$ cat src/rtl/sequence_signal_generator.sv
// Serial sequence generator: emits SEQ_PATTERN one bit per clock, MSB first,
// repeating with no idle cycle between periods. The rstn input is an
// active-high synchronous reset; the name is kept as in the surrounding code.
module sequence_signal_generator #(
    parameter int                 SEQ_LEN     = 8,
    parameter logic [SEQ_LEN-1:0] SEQ_PATTERN = 8'b1110_0010
) (
    input  logic clk,
    input  logic rstn,
    output logic out
);

    localparam int               IDX_W    = $clog2(SEQ_LEN);
    localparam logic [IDX_W-1:0] IDX_LAST = IDX_W'(SEQ_LEN - 1);

    // Reverse the pattern once so the index selects the bit to emit directly:
    // index 0 picks the MSB of SEQ_PATTERN.
    function automatic logic [SEQ_LEN-1:0] reverse_bits(input logic [SEQ_LEN-1:0] v);
        logic [SEQ_LEN-1:0] r;
        r = '0;
        for (int i = 0; i < SEQ_LEN; i++) begin
            r[i] = v[SEQ_LEN-1-i];
        end
        return r;
    endfunction

    localparam logic [SEQ_LEN-1:0] PATTERN_REV = reverse_bits(SEQ_PATTERN);

    logic [IDX_W-1:0] index_q;
    logic [IDX_W-1:0] index_d;
    logic             out_q;
    logic             out_d;

    // Next-state: pick the current pattern bit and advance the index,
    // wrapping explicitly at SEQ_LEN-1 so non-power-of-two lengths never
    // reach an illegal index.
    always_comb begin
        index_d = (index_q == IDX_LAST) ? {IDX_W{1'b0}} : (index_q + IDX_W'(1));
        out_d   = PATTERN_REV[index_q];
    end

    // State register with synchronous active-high reset taking priority.
    always_ff @(posedge clk) begin
        if (rstn) begin
            index_q <= {IDX_W{1'b0}};
            out_q   <= 1'b0;
        end else begin
            index_q <= index_d;
            out_q   <= out_d;
        end
    end

    assign out = out_q;

endmodule

$ cat config.mk
export PLATFORM = sky130hd
export DESIGN_NAME = sequence_signal_generator
export DESIGN_NICKNAME = d
export VERILOG_FILES = /design/src/rtl/sequence_signal_generator.sv
export SDC_FILE = /design/constraint.sdc
export NUM_CORES = 1
export LEC_CHECK = 0
export CORE_AREA = 3 3 40 42
export DETAILED_ROUTE_END_ITERATION = 8
export DIE_AREA = 0 0 43 45
export MAX_ROUTING_LAYER = met4
export SLEW_MARGIN = 40
export SYNTH_ARGS = -nofsm -noshare
export SYNTH_HDL_FRONTEND = slang
export SYNTH_SLANG_ARGS = --single-unit
$ cat constraint.sdc
create_clock -name clk -period 1.5 [get_ports clk]
set_input_delay 0.15 -clock clk [delete_from_list [all_inputs] [get_ports clk]]
set_output_delay 0.15 -clock clk [all_outputs]
set_load 0.02 [all_outputs]
==> results of run 1 <==
worst max path at each step:
stage / slack, ps / to / from / cells after the start
after global placement: 460 / out / out / 1
after floorplan: 510 / index_q[2] / index_q[0] / 3
after detailed placement: 430 / index_q[1] / index_q[0] / 3
after global routing: 180 / out / out / 1
after CTS: 190 / out / out / 1
final: 210 / out / out / 1
where the power goes:
group,leakage [nW],switching (mW),total (mW),internal (mW)
logic,0.0381,0.0133,0.0292,0.0159
clock network,0.0138,0.0412,0.130,0.0892
registers,0.0332,0.00627,0.123,0.117
sequential cells by signal, indices dropped and copies added (netlist names):
register  flops
out           1
index_q       3
cell families after synthesis:
family                     Yosys count  synth area share
AOI/OAI and AO/OA                    1            0.0869
and+or+nand+nor                      4             0.183
DFF                                  4             0.557
adders and majority gates            2             0.174
through the flow:
| stage | utilization | setup slack [ps] |
|---|---|---|
| floorplan | - | 511 |
| global placement | 0.142 | 456 |
| detailed placement | 0.142 | 435 |
| CTS | 0.160 | 193 |
| global route | 0.160 | 176 |
| finish | 0.160 | 207 |
layer usage:
| metal | GRT usage | share of wire | up-vias |
|---|---|---|---|
| li1 | - | - | 50 |
| met1 | 0.0242 | 0.28 | 50 |
| met2 | 0.0808 | 0.58 | 5 |
| met3 | 0.0239 | 0.044 | 4 |
| met4 | 0.0904 | 0.085 | 0 |
| met5 | - | 0 | - |
cells in the final DEF (no fill, tap or decap), drive strengths merged:
| cell type | instances |
|---|---|
| a211oi | 1 |
| nor2b | 1 |
| nor3b | 2 |
| nor3 | 1 |
| clkdlybuf4s50 | 2 |
| dfxtp | 4 |
| clkbuf | 3 |
| ha | 2 |
cell type report:
class,count,share of cell area
Clock buffer,3,0.110
Tap cell,15,0.0915
Multi-Input combinational cell,7,0.311
Timing Repair Buffer,2,0.0976
Sequential cell,4,0.390
==> impl_metrics.yaml, run 1 <==
die:
  die_area_um2: 1940
  die_w_um: 43
  rows: 13
  core_area_um2: 1280
  die_h_um: 45
  pin_count: 3
  initial_utilization: 0.112
synth:
  synthDominantCellAreaShare: 0.557
  avgSynthCellArea_um2: 13.1
  ys_seq_area_frac: 0.557
  synth_ff_type: "dfxtp_1"
  synth.distinct_cells: 6
  yosys_warnings: 0
  async_reset_ff_frac: 0
  yosys-top-cells-count: "dfxtp_1, ha_1, nor3b_1"
  synth_area_leader_cell: "dfxtp_1"
  synth_edf_count: 0
  postSynthCellCount: 11
  syn-num-nets: 15
  netlist_area_um2: 144
  synthTopCellsByArea: "dfxtp_1, ha_1, nor3b_1"
  synth_seq_cells: 4
  synth.most_common_cell: "dfxtp_1"
timing:
  finalSetupTns_ps: 0
  hold_violations: 0
  worstMarginPinSlew_ps: 239
  finalSetupViolCount: 0
  period_share: 0.862
  maxSlewHeadroom: 0.840
  finalMaxSlewViolations: 0
  hold_ws_ps: 472
  finalCriticalPeriod_ps: 1290
  rsz0062_at_grt: "false"
  fmax_ghz: 0.774
  fin_skew_ps: 4.69
cells_and_area:
  drive_gt1_frac: 0.250
  area_growth_pct: 42.6
  antennaDiodeCount: 0
  fin_area_um2: 205
  num-fill-cells: 138
  fin_cells: 31
  nets: 22
  seq_area_um2: 80.1
  multi_input_area_um2: 63.8
routing:
  drt_first_iter_violations: 1
  wl_per_cell_um: 10.2
  vias: 109
  drt-total-wl_um: 317
  vias_per_cell: 3.52
  drc: 0
  ant_nets: 0
  drtPass1Iterations: 2
place:
  gp_congestion: 0.504
  dp.cells: 28
  portBuffers: 2
  post_dp_cell_area_um2: 183
cts:
  ctsHoldBuffers: 0
  cts_resized: 0
  clockBufferDepth: 2
  cts_buffers: 3
  path_clk_slew_ps: 40
  cts_setup_buffers: 0
  tritoncts: "done"
  htree_levels: 1
  cts_num_sinks: 4
  root_buffer: "clkbuf_4"
  clkLatencyLatePin_ps: 230
setup_path:
  worstSetupEndpointType: "output pin"
  slowest_delay_ps: 610
  worstPathArrival_ps: 1140
  r2r_end: "index_q[1]"
  r2r_start: "index_q[0]"
  path_class: "reg2out"
  r2r_cells: 3
  cp_cell_sequence: "clkdlybuf4s50_1"
  r2r_setup_slack_ps: 420
  worst-path-max-fanout: 1
  critPathRequiredTime_ps: 1350
  worstSetupStartpointType: "flip-flop"
  cp_slowest_cell: "clkdlybuf4s50_1"
  path_buf_inv: 1
  crit_family: "buffers and inverters"
power_and_ir_drop:
  power_leakage_nw: 0.0852
  p_total_mw: 0.283
  powerDensity_nw_per_um2: 1380
  vdd_drop_max_mv: 0.332
job:
  maxCapViolations: 0
global_route:
  antenna_found_initial: 0
  track_usage: 0.0498
  first_global_vias: 136
  grt_pass1_wl_um: 531
  grt_max_degree: 5
  overflow: 0
min_path:
  hold_path_depth: 1
  min_to: "index_q[0]"
  hold_path_startpoint: "index_q[0]"
  hp-class: "reg2reg"
run_status:
  status: "finished clean"
No activity file was read; power rests on OpenSTA's default activity.
==> run 2, diff against run 1 <==
Settings changed: CTS_CLUSTER_DIAMETER from default to 60, GPL_ROUTABILITY_DRIVEN from default to 0.
==> results of run 2 <==
Same layout as run 1: the final DEF is identical, and so are final timing and power.
